--- src/rtl/shift_result_stage.sv ---
// Registered NZCV result stage behind the barrel shifter, with a two-entry skid buffer.
// Optional sticky overflow flag is built only when SHIFT_STICKY_V_EN is defined.
module shift_result_stage #(
  parameter int WIDTH = 32,
  parameter int CNT_W = 16
) (
  input  logic             clk,
  input  logic             rst_n,
  input  logic             in_valid,
  output logic             in_ready,
  input  logic [WIDTH-1:0] in_result,
  input  logic             in_carry,
  input  logic             in_overflow,
  output logic             out_valid,
  input  logic             out_ready,
  output logic [WIDTH-1:0] out_result,
  output logic [3:0]       out_flags,
  output logic [CNT_W-1:0] xfer_count,
  input  logic             clr_sticky,
  output logic             sticky_v
);

  typedef struct packed {
    logic [WIDTH-1:0] result;
    logic [3:0]       flags;
  } entry_t;

  localparam logic [1:0] S_EMPTY = 2'd0;
  localparam logic [1:0] S_ONE   = 2'd1;
  localparam logic [1:0] S_TWO   = 2'd2;

  logic [1:0] state, state_nxt;
  entry_t     head, skid, new_e;
  logic       in_xfer, out_xfer;
  logic       ld_head_new, ld_head_skid, ld_skid;

  assign in_xfer  = in_valid & in_ready;
  assign out_xfer = out_valid & out_ready;

  // flags are fixed at capture and travel with the word
  always_comb begin
    new_e.result = in_result;
    new_e.flags  = {in_result[WIDTH-1], (in_result == '0), in_carry, in_overflow};
  end

  always_comb begin
    state_nxt    = state;
    ld_head_new  = 1'b0;
    ld_head_skid = 1'b0;
    ld_skid      = 1'b0;
    case (state)
      S_EMPTY: if (in_xfer) begin
        ld_head_new = 1'b1;
        state_nxt   = S_ONE;
      end
      S_ONE: begin
        if (in_xfer && out_xfer) begin
          ld_head_new = 1'b1;
        end else if (in_xfer) begin
          ld_skid   = 1'b1;
          state_nxt = S_TWO;
        end else if (out_xfer) begin
          state_nxt = S_EMPTY;
        end
      end
      S_TWO: if (out_xfer) begin
        ld_head_skid = 1'b1;
        state_nxt    = S_ONE;
      end
      default: state_nxt = S_EMPTY;
    endcase
  end

  // handshake outputs are registered copies of the next occupancy
  always_ff @(posedge clk or negedge rst_n) begin
    if (!rst_n) begin
      state     <= S_EMPTY;
      in_ready  <= 1'b1;
      out_valid <= 1'b0;
    end else begin
      state     <= state_nxt;
      in_ready  <= (state_nxt != S_TWO);
      out_valid <= (state_nxt != S_EMPTY);
    end
  end

  always_ff @(posedge clk or negedge rst_n) begin
    if (!rst_n) begin
      head <= '0;
      skid <= '0;
    end else begin
      if (ld_head_new)       head <= new_e;
      else if (ld_head_skid) head <= skid;
      if (ld_skid)           skid <= new_e;
    end
  end

  assign out_result = head.result;
  assign out_flags  = head.flags;

  always_ff @(posedge clk or negedge rst_n) begin
    if (!rst_n)       xfer_count <= '0;
    else if (in_xfer) xfer_count <= xfer_count + {{(CNT_W-1){1'b0}}, 1'b1};
  end

`ifdef SHIFT_STICKY_V_EN
  // a new V=1 capture beats a simultaneous clear
  always_ff @(posedge clk or negedge rst_n) begin
    if (!rst_n)                      sticky_v <= 1'b0;
    else if (in_xfer && in_overflow) sticky_v <= 1'b1;
    else if (clr_sticky)             sticky_v <= 1'b0;
  end
`else
  logic clr_sticky_unused;
  assign clr_sticky_unused = clr_sticky;
  assign sticky_v          = 1'b0;
`endif

endmodule

--- config.mk ---
export PLATFORM = sky130hd
export DESIGN_NAME = shift_result_stage
export DESIGN_NICKNAME = d
export VERILOG_FILES = /design/src/rtl/shift_result_stage.sv
export SDC_FILE = /design/constraint.sdc
export NUM_CORES = 1
export LEC_CHECK = 0
export BUFFER_PORTS_ARGS = -buffer_cell sky130_fd_sc_hd__buf_2
export CAP_MARGIN = 5
export CELL_PAD_IN_SITES_DETAIL_PLACEMENT = 1
export CELL_PAD_IN_SITES_GLOBAL_PLACEMENT = 1
export CORE_MARGIN = 3
export CORE_UTILIZATION = 46
export CTS_CLUSTER_SIZE = 8
export DETAILED_ROUTE_END_ITERATION = 12
export PLACE_DENSITY = 0.91
export SYNTH_ARGS = -nofsm -noshare
export SYNTH_HDL_FRONTEND = slang
export SYNTH_SLANG_ARGS = --single-unit
export TNS_END_PERCENT = 10
--- constraint.sdc ---
create_clock -name clk -period 3.9 [get_ports clk]
set_input_delay 0.195 -clock clk [delete_from_list [all_inputs] [get_ports clk]]
set_output_delay 0.195 -clock clk [all_outputs]
set_load 0.01 [all_outputs]
==> metrics.md <==
| Metric | Value |
|---|---|
| Initial Util | `0.477` |
| CP Max Fanout | `21` |
| Vias in the first global route | `2,947` |
| CP endpoint kind | `register` |
| # clock sinks | `90` |
| Reg-to-Reg End | `out_flags[2]$_DFFE_PN0P_` |
| Crit start category | `register` |
| Crit path required time | `4.13 ns` |
| Sequential Power Share | `0.429` |
| Routed wire length | `9550 um` |
| DR vias/cell | `5.54` |
| # DRC | `0` |
| Minimum clock period | `2.23 ns` |
| Launching point of the worst reg2reg path | `state[1]$_DFF_PN0_` |
| Area added between synthesis and finish | `17.4%` |
| Crit Path Class | `reg -> reg` |
| P per Cell Area | `817 mW/mm2` |
| CP arrival | `2.46 ns` |
| Cells after Synth | `276` |
| Commonest non-fill, non-tap cell in the layout | `buf_2` |
| RSZ-0062 raised after global routing | `false` |
| P_int | `2.49 mW` |
| CTS Buffer Depth | `2` |
| Final setup margin | `1.67 ns` |
| Setup TNS | `0 ns` |
| Global-route wire length before repair | `15,700 um` |
| Share of layout cells above drive strength 1 | `0.416` |
| Most frequent cells in the layout | `buf_2, dfrtp_1, a21o_1, a22o_1, mux2_4` |
| Row Count | `33` |
| TritonCTS buffer count | `9` |
| Root Buffer | `clkbuf_8` |
| Max-cap viol count | `0` |
| Final HPWL DP | `6490 um` |
| Ys Warns | `0` |
| Pre-CTS setup slack | `1.74 ns` |
| Avg WL per Cell | `20.1 um` |
| Die Y | `98.7 um` |
| CTS tree | `yes` |
| Largest net degree at the start of global routing | `91` |
| Antenna violations before repair | `0` |
| Mapped Area | `0.00396 mm2` |
| Drt pass-1 iters | `4` |
| Combinational cell fraction of total power | `0.382` |
| Slew @ Worst Pin | `1.14 ns` |
| Global route overflow | `0` |
| Compound-gate portion of the synthesized area | `0.148` |
| Port buffer count | `91` |
| Final Hold Violating Endpoints | `0` |
| Vias | `2,633` |
| Die X | `98.7 um` |
| HP Class | `in -> async` |
| Clock power frac | `0.189` |
| H-tree depth | `3` |
| VDD IR max | `0.434 mV` |
| Pins over their slew limit | `0` |
| # setup viols final | `0` |
| Status | `completed` |
| Placer Congestion | `0.787` |
| Post-Synth Simple-Gate Area | `0.0731` |
| Worst-path clk slew | `0.11 ns` |
| Clock latency on the worst-skew pair | `0.35 ns` |
| Die area | `0.00975 mm2` |
| Highest Clock Rate | `449 MHz` |
| Hold buffers post-CTS | `0` |
| Detail Route Antenna Nets | `0` |
| Net Sw Power | `1.31 mW` |
| Nets@finish | `405` |
| Pleak | `2.51 nW` |
| Gr usage total | `0.203` |
| Sequential share of the synthesized area | `0.570` |
| Largest family of logic cells by synthesized area | `compound AO/OA/AOI/OAI gates` |
| Adder-Cell Fraction of Synth Area | `0.00316` |
| Post-CTS Setup Repair Bufs | `0` |
| Synth Area per Inst | `14.3 um2` |
| FF-to-FF setup slack | `1.67 ns` |
| Xor and xnor fraction of the mapped netlist area | `0.0354` |
| PostCTS Resize Cnt | `0` |
| Top Ports | `94` |
| Seq cells post-synth | `90` |
| Clock Skews | `0.0135 ns` |
| Core box area | `0.00830 mm2` |
| Distinct cells, synth | `36` |
| Post-synthesis mux area share | `0.133` |
| Diode count | `0` |
| Slew margin rel. | `0.241` |
| Final worst-path cycle share | `0.571` |
| Initial DRC count | `106` |
| Syn Nets | `316` |
| R2r worst-path depth | `5` |
| Switching share of power | `0.344` |
-- power groups by stage --
stage               Sequential (mW)  Clock (mW)  Combinational, mW
floorplan                      1.68           0              0.986
global placement               1.60           0               1.39
CTS                            1.63       0.730               1.48
finish                         1.63       0.719               1.45
detailed placement             1.64           0               1.46
global route                   1.68       0.775               1.58
-- flip-flops by register name, indices dropped and copies added (netlist names) --
signal,cells
out_result,32
out_flags,3
out_valid,1
xfer_count,16
skid,35
state,2
in_ready,1
-- worst max-delay path: stages, from the launching register on --
cell,delay [ns]
dfrtp_1,0.50
and4b_1,0.78
buf_4,0.40
mux2i_1,0.23
nor2_1,0.05
a21o_1,0.15
-- synth_stat cells --
master,number,area [um2]
dfrtp_1,89,2230
mux2_4,30,450
a21boi_2,1,11.3
buf_2,2,10.0
conb_1,1,3.75
nor3b_4,1,18.8
or2_2,1,6.26
ha_1,1,12.5
nor2b_1,1,6.26
o21ai_0,1,5.00
nand2_1,6,22.5
inv_1,1,3.75
mux2_2,6,67.6
nor4_1,8,50.1
nor3_2,1,10.0
nand2_2,1,6.26
xor2_1,2,17.5
and4b_1,1,10.0
o21bai_1,1,7.51
nand4_1,6,37.5
dfstp_2,1,26.3
and4_1,3,26.3
buf_4,4,30.0
mux2i_1,1,10.0
a21o_1,35,263
xnor2_1,14,123
buf_6,9,101
a22o_1,34,298
nor3_4,1,16.3
nand2b_1,1,6.26
and2_1,1,6.26
and3_1,2,12.5
nor2_4,1,11.3
nor2_1,3,11.3
nand2_4,1,11.3
nand3_1,4,20.0
-- per-stage QoR --
step                      cells  instance area, um2  power (mW)  hold WS, ns  utilization
after floorplan             276                3960        2.67       -0.101            -
after global placement      459                4420        2.99        0.445        0.532
after detailed placement    459                4420        3.10        0.452        0.532
after CTS                   475                4640        3.84       0.0789        0.560
after global routing        475                4640        4.03       0.0910        0.560
final                       475                4640        3.80       0.0378        0.560
-- final cells by class --
cell class                 instances  area, um2
fill                             848       3650
multi-input combinational        170       1560
clock inverter                     7        101
clock buffer                       9        124
inverter                           1       3.75
sequential                        90       2250
timing repair buffer              93        473
tap                              105        131
-- how the worst max path moves through the flow --
stage | startpoint | end
after CTS | state[1]$_DFF_PN0_ | out_flags[2]$_DFFE_PN0P_
after global placement | state[1]$_DFF_PN0_ | out_flags[2]$_DFFE_PN0P_
after global routing | state[1]$_DFF_PN0_ | out_flags[2]$_DFFE_PN0P_
after detailed placement | state[1]$_DFF_PN0_ | out_flags[2]$_DFFE_PN0P_
after floorplan | in_ready$_DFF_PN1_ | skid[10]$_DFFE_PN0P_
final | state[1]$_DFF_PN0_ | out_flags[2]$_DFFE_PN0P_
-- cells by family (layout without fill, tap and decap cells) --
logic type,count (synthesis),count (layout)
XOR/XNOR,16,16
multiplexers,37,37
buffers and inverters,16,110
flip-flops,90,90
AND/OR/NAND/NOR,43,43
AO/OA/AOI/OAI,72,72
adder cells (fa/ha/maj),1,1
other,1,1
-- layer usage --
layer  GRT usage  share of wire
met1       0.252           0.41
met2       0.362           0.54
met3      0.0290          0.031
met4      0.0714          0.020
met5           0              0
Power figures use the tool's default switching activity.
